--- src/rtl/peripheral_arbiter_wb.sv ---
// rtl/peripheral_arbiter_wb.sv - round-robin Wishbone B3 arbiter, one slave shared by NUM_MASTERS masters
// Optional watchdog: define PERIPHERAL_ARBITER_WB_WATCHDOG_EN to terminate stalled cycles with an error.
module peripheral_arbiter_wb #(
    parameter int NUM_MASTERS = 4,
    parameter int AW          = 32,
    parameter int DW          = 32,
    parameter int TIMEOUT     = 256
) (
    input  logic                       wb_clk_i,
    input  logic                       wb_rst_i,
    input  logic [NUM_MASTERS*AW-1:0]  m_adr_i,
    input  logic [NUM_MASTERS*DW-1:0]  m_dat_i,
    input  logic [NUM_MASTERS*DW/8-1:0] m_sel_i,
    input  logic [NUM_MASTERS-1:0]     m_we_i,
    input  logic [NUM_MASTERS-1:0]     m_cyc_i,
    input  logic [NUM_MASTERS-1:0]     m_stb_i,
    input  logic [NUM_MASTERS*3-1:0]   m_cti_i,
    input  logic [NUM_MASTERS*2-1:0]   m_bte_i,
    output logic [DW-1:0]              m_dat_o,
    output logic [NUM_MASTERS-1:0]     m_ack_o,
    output logic [NUM_MASTERS-1:0]     m_err_o,
    output logic [NUM_MASTERS-1:0]     m_rty_o,
    output logic [AW-1:0]              s_adr_o,
    output logic [DW-1:0]              s_dat_o,
    output logic [DW/8-1:0]            s_sel_o,
    output logic                       s_we_o,
    output logic                       s_cyc_o,
    output logic                       s_stb_o,
    output logic [2:0]                 s_cti_o,
    output logic [1:0]                 s_bte_o,
    input  logic [DW-1:0]              s_dat_i,
    input  logic                       s_ack_i,
    input  logic                       s_err_i,
    input  logic                       s_rty_i,
    output logic [NUM_MASTERS-1:0]     grant_o,
    output logic                       busy_o
);

    localparam int GW = (NUM_MASTERS > 1) ? $clog2(NUM_MASTERS) : 1;
    localparam int SW = DW / 8;

    typedef enum logic {
        IDLE = 1'b0,
        BUSY = 1'b1
    } state_t;

    state_t        r_state;
    state_t        w_state_nxt;
    logic [GW-1:0] r_grant;
    logic [GW-1:0] r_last;
    logic [GW-1:0] w_grant_nxt;
    logic [GW-1:0] w_last_nxt;
    logic [GW-1:0] w_winner;
    logic          w_any_req;
    logic          w_active;
    logic          w_wd_fire;

    // Round-robin search: first cyc requester after the previous owner wins (stb is ignored).
    always_comb begin
        w_winner  = r_last;
        w_any_req = |m_cyc_i;
        for (int i = NUM_MASTERS; i >= 1; i--) begin
            if (m_cyc_i[GW'((int'(r_last) + i) % NUM_MASTERS)]) begin
                w_winner = GW'((int'(r_last) + i) % NUM_MASTERS);
            end
        end
    end

    // Next-state logic: grant locks for the whole cyc assertion of the owner.
    always_comb begin
        w_state_nxt = r_state;
        w_grant_nxt = r_grant;
        w_last_nxt  = r_last;
        case (r_state)
            IDLE: begin
                if (w_any_req) begin
                    w_grant_nxt = w_winner;
                    w_state_nxt = BUSY;
                end
            end
            BUSY: begin
                if (!m_cyc_i[r_grant]) begin
                    w_last_nxt  = r_grant;
                    w_state_nxt = IDLE;
                end
            end
            default: w_state_nxt = IDLE;
        endcase
    end

    // State registers; after reset master 0 is first in round-robin order.
    always_ff @(posedge wb_clk_i) begin
        if (wb_rst_i) begin
            r_state <= IDLE;
            r_grant <= '0;
            r_last  <= GW'(NUM_MASTERS - 1);
        end else begin
            r_state <= w_state_nxt;
            r_grant <= w_grant_nxt;
            r_last  <= w_last_nxt;
        end
    end

`ifdef PERIPHERAL_ARBITER_WB_WATCHDOG_EN
    localparam int WDW = $clog2(TIMEOUT) + 1;

    logic [WDW-1:0] r_wd_cnt;

    assign w_wd_fire = (r_state == BUSY) && (r_wd_cnt == WDW'(TIMEOUT - 1));

    // Watchdog: count stalled strobe cycles, restart on any response, idle, or after firing.
    always_ff @(posedge wb_clk_i) begin
        if (wb_rst_i || (r_state != BUSY) || w_wd_fire || s_ack_i || s_err_i || s_rty_i) begin
            r_wd_cnt <= '0;
        end else if (s_stb_o) begin
            r_wd_cnt <= r_wd_cnt + 1'b1;
        end
    end
`else
    assign w_wd_fire = 1'b0;
`endif

    // Outputs are all-zero in IDLE and while reset is asserted.
    assign w_active = (r_state == BUSY) && !wb_rst_i;
    assign m_dat_o  = s_dat_i;
    assign busy_o   = (r_state == BUSY);

    // Request mux from the owner and response steering back to the owner only.
    always_comb begin
        s_adr_o = '0;
        s_dat_o = '0;
        s_sel_o = '0;
        s_we_o  = 1'b0;
        s_cyc_o = 1'b0;
        s_stb_o = 1'b0;
        s_cti_o = '0;
        s_bte_o = '0;
        m_ack_o = '0;
        m_err_o = '0;
        m_rty_o = '0;
        grant_o = '0;
        if (w_active) begin
            s_adr_o          = m_adr_i[r_grant*AW +: AW];
            s_dat_o          = m_dat_i[r_grant*DW +: DW];
            s_sel_o          = m_sel_i[r_grant*SW +: SW];
            s_we_o           = m_we_i[r_grant];
            s_cyc_o          = m_cyc_i[r_grant] && !w_wd_fire;
            s_stb_o          = m_stb_i[r_grant] && !w_wd_fire;
            s_cti_o          = m_cti_i[r_grant*3 +: 3];
            s_bte_o          = m_bte_i[r_grant*2 +: 2];
            grant_o[r_grant] = 1'b1;
            m_ack_o[r_grant] = s_ack_i && !w_wd_fire;
            m_err_o[r_grant] = s_err_i || w_wd_fire;
            m_rty_o[r_grant] = s_rty_i && !w_wd_fire;
        end
    end

endmodule

--- config.mk ---
export PLATFORM = sky130hd
export DESIGN_NAME = peripheral_arbiter_wb
export DESIGN_NICKNAME = d
export VERILOG_FILES = /design/src/rtl/peripheral_arbiter_wb.sv
export SDC_FILE = /design/constraint.sdc
export NUM_CORES = 1
export LEC_CHECK = 0
export BUFFER_PORTS_ARGS = -buffer_cell sky130_fd_sc_hd__buf_2
export CORE_AREA = 10 10 171 173
export CTS_CLUSTER_SIZE = 24
export DETAILED_ROUTE_END_ITERATION = 12
export DIE_AREA = 0 0 181 183
export PLACE_DENSITY = 0.46
export SYNTH_ARGS = -nofsm -noshare
export SYNTH_HDL_FRONTEND = slang
export SYNTH_SLANG_ARGS = --single-unit
--- constraint.sdc ---
create_clock -name wb_clk_i -period 2.8 [get_ports wb_clk_i]
set_clock_uncertainty 0.05 [all_clocks]
set_input_delay 0.56 -clock wb_clk_i [delete_from_list [all_inputs] [get_ports wb_clk_i]]
set_output_delay 0.56 -clock wb_clk_i [all_outputs]
set_load 0.01 [all_outputs]
==> results.txt <==
----------------------------------------------------
[Worst setup path]
  Family with the most delay on the worst path ... simple AND/OR/NAND/NOR gates
  Maximum fanout encountered on the critical timing path ... 41
  CP required ... 2.19 ns
  Reg-to-reg setup timing slack ... 1.21 ns
  CP Capture Type ... primary output
  R2R Path Start ... r_grant[0]$_SDFFE_PP0P_
  Buf+Inv Stages, Crit Path ... 3
  Library cell appearing most often on the critical path ... buf_2
  Critical path class ... input pin to primary output
  Cell type of the slowest stage on the worst timing path ... nor3_1
  Number of cells traversed by the worst register-to-register path ... 5
  Worst reg2reg endpoint ... r_last[0]$_SDFFE_PP1P_
  CP cell instances ... buf_2 > and2b_2 > buf_12 > nand2_1 > nor3_1 > buf_2
  Arrival time worst endpoint ... 1.87 ns
  Largest stage delay, worst path ... 0.35 ns
  Type of origin of the critical path ... input pin

[Min path]
  Hold Crit Endpoint ... r_grant[1]$_SDFFE_PP0P_
  Type of the most critical hold path ... flop to flop
  Cell depth of the worst min-delay path ... 2
  Hold Crit Start ... r_last[1]$_SDFFE_PP1P_

[Place]
  Port bufs ... 401
  DP Cell Count ... 951
  Detailed placer's ending HPWL ... 16.7 mm
  Global placer's final weighted congestion ... 0.849

[STA]
  Ratio of final minimum period to clock period ... 88.6%
  Final setup vio count ... 0
  Crit path time final ... 2.48 ns
  Remaining max-slew budget at the tightest pin ... 72.6%
  Highest Clock Rate ... 403 MHz
  Sum Neg Setup Slack ... 0 ns
  Setup repair after global routing missed its margin ... false
  Worst hold-check slack ... 0.500 ns
  Count of final hold-check violations ... 0
  Max-slew violation count ... 0
  Transition time of the tightest slew-check pin ... 0.408 ns

[Yosys]
  Average instance area after synthesis ... 11.1 um^2
  Post-synth ARST share ... 0%
  Leading post-synthesis cells by instance count ... and2_1, mux4_2, buf_4
  Most instantiated flip-flop cell in the synthesis netlist ... dfxtp_1
  Yosys warns ... 0
  Post-synthesis sequential element count ... 5
  Main area contributors after synthesis ... mux4_2, and2_1, buf_4
  Total standard cell area after synthesis ... 2980 um^2
  Synthesized Nets ... 609
  Top cell type's share of synthesized area ... 56.6%
  Unique cell type count in the Yosys netlist ... 26
  Cell accounting for the most synthesized area ... mux4_2
  Post-synthesis sequential area ratio ... 3.35%
  Post-Synthesis Cells ... 268
  Post-synth EDFFs ... 0

[Layout]
  Post-layout nets ... 962
  Multi-input gate area in the final layout ... 2430 um^2
  Total area of sequential cells ... 108 um^2
  Layout fillers ... 2903
  P&R area growth vs syn ... 73.0%
  Share of cells above drive strength 1 ... 78.9%
  Post-layout instance count excluding filler cells ... 956

[Route]
  Vias ... 3798
  Final antenna-violating net count ... 0
  Residual DRC count ... 0
  DR pass1 iterations ... 4
  Average vias per placed instance ... 3.97
  Starting DRT DRC Count ... 112
  Post-detailed-routing wire length ... 18.7 mm
  Average wire per cell in the routed design ... 19.6 um

[GRT]
  Global-route wire length before repair ... 26.9 mm
  Number of antenna violations at the first check in global routing ... 2
  Overall Global Routing Usage ... 10.2%
  Via count of the first global-routing pass ... 4224
  Gr ovfl total ... 0
  Pin count of the biggest net entering global routing ... 45

[CTS]
  Clock insertion delay at the later pin of the skew report ... 0.23 ns
  Buffers inserted during post-CTS setup optimization ... 0
  Total of hold buffers inserted after clock tree synthesis ... 0
  Clock transition at the registers of the reported paths ... 0.03 ns
  Root cell of the clock tree ... clkbuf_16
  Clock tree from TritonCTS ... built
  Post-cts gate resize count ... 0
  Clock buffer count from CTS ... 3
  Number of buffers on the longest clock path ... 2
  CTS HTree Levels ... 1
  CTS sink cnt ... 5

[Floorplan]
  Total Die Area ... 33100 um^2
  Total core area ... 25800 um^2
  Placement Rows ... 59
  Boundary Pins ... 466
  Die width ... 181 um
  Initial standard-cell utilization of the core ... 11.6%
  Die extent in y ... 183 um

[Job]
  Number of violations of the max-capacitance limit ... 0

[Power]
  Power per cell area ... 320 nW/um^2
  VDD IR max ... 0.292 mV
  Leakage power ... 0.00258 uW

[Run status]
  Result of the run ... complete, no violations

----------------------------------------------------
[tightest hold or removal path, cell delays in order, from the launching register on]
cell	delay (ns)
dfxtp_1	0.35
nand2_1	0.08
a311oi_1	0.08
[routing by layer]
layer  share of wire (%)  track usage (%)  wire length, um  up-vias
li1                    -                -                -     1710
met1                  38             11.7             7060     1845
met2                  51             18.3             9500      217
met3                  10             3.60             1910       24
met4                 1.2             1.50              223        2
met5               0.069                0               13        -
[kinds of logic (layout without fill, tap and decap cells)]
logic type             count (synthesis)  in the layout  synth area share, %
and+or+nand+nor                      110            110                 20.8
muxes                                 78             78                 57.7
buffers and inverters                 62            414                 15.3
AOI/OAI and AO/OA                     13             13                 2.94
DFF                                    5              5                 3.35
other                                  0              1                    0
[stage by stage]
step	cell area [um^2]	total power, uW	setup WS, ns	utilization [%]
2_1_floorplan	2980	1030	0.791	-
3_3_place_gp	5080	1430	0.350	19.7
3_5_place_dp	5080	1440	0.397	19.7
4_1_cts	5160	1680	0.323	20.0
5_1_grt	5160	1790	0.273	20.0
6_report	5160	1650	0.320	20.0
[layout make-up]
cell class | count | area share [%]
multi-input combinational | 201 | 47.0
sequential | 5 | 2.08
antenna | 1 | 0.0485
inverter | 3 | 0.218
clock buffer | 4 | 1.53
tap | 335 | 8.12
timing repair buffer | 407 | 41.0
[state kept, by name, indices dropped and copies added, names as in the netlist]
signal	cells
r_grant	2
r_last	2
busy_o	1
[cells in the final DEF (no fill, tap or decap), types with 2 or more instances in the layout]
cell type,Yosys,layout
buf_12,5,5
and2_1,75,75
nor3_1,4,4
nand2_1,7,7
a31oi_1,2,2
buf_2,12,401
dfxtp_4,0,2
a311oi_1,2,2
o22ai_1,3,3
inv_1,3,3
nor2_1,19,19
clkbuf_16,0,3
nand2b_1,3,3
mux2i_1,2,2
dfxtp_1,5,3
a21oi_1,2,2
mux4_2,75,75
[power breakdown]
part           internal [uW]  leakage, uW  switching (uW)
sequential              87.9    0.0000428            23.0
combinational            746      0.00250             557
clock                    189    0.0000382            49.7
[worst max path at each step]
stage	from	to	slack, ns	depth (start not counted)
after CTS	r_grant[0]$_SDFFE_PP0P_	s_dat_o[10]	0.32	4
after floorplan	r_grant[0]$_SDFFE_PP0P_	s_bte_o[0]	0.79	4
after global placement	wb_rst_i	m_err_o[0]	0.35	6
after global routing	r_grant[0]$_SDFFE_PP0P_	s_dat_o[4]	0.27	4
after detailed placement	wb_rst_i	m_err_o[0]	0.40	6
final	wb_rst_i	m_err_o[0]	0.32	6
(Power assumes the default switching activity.)
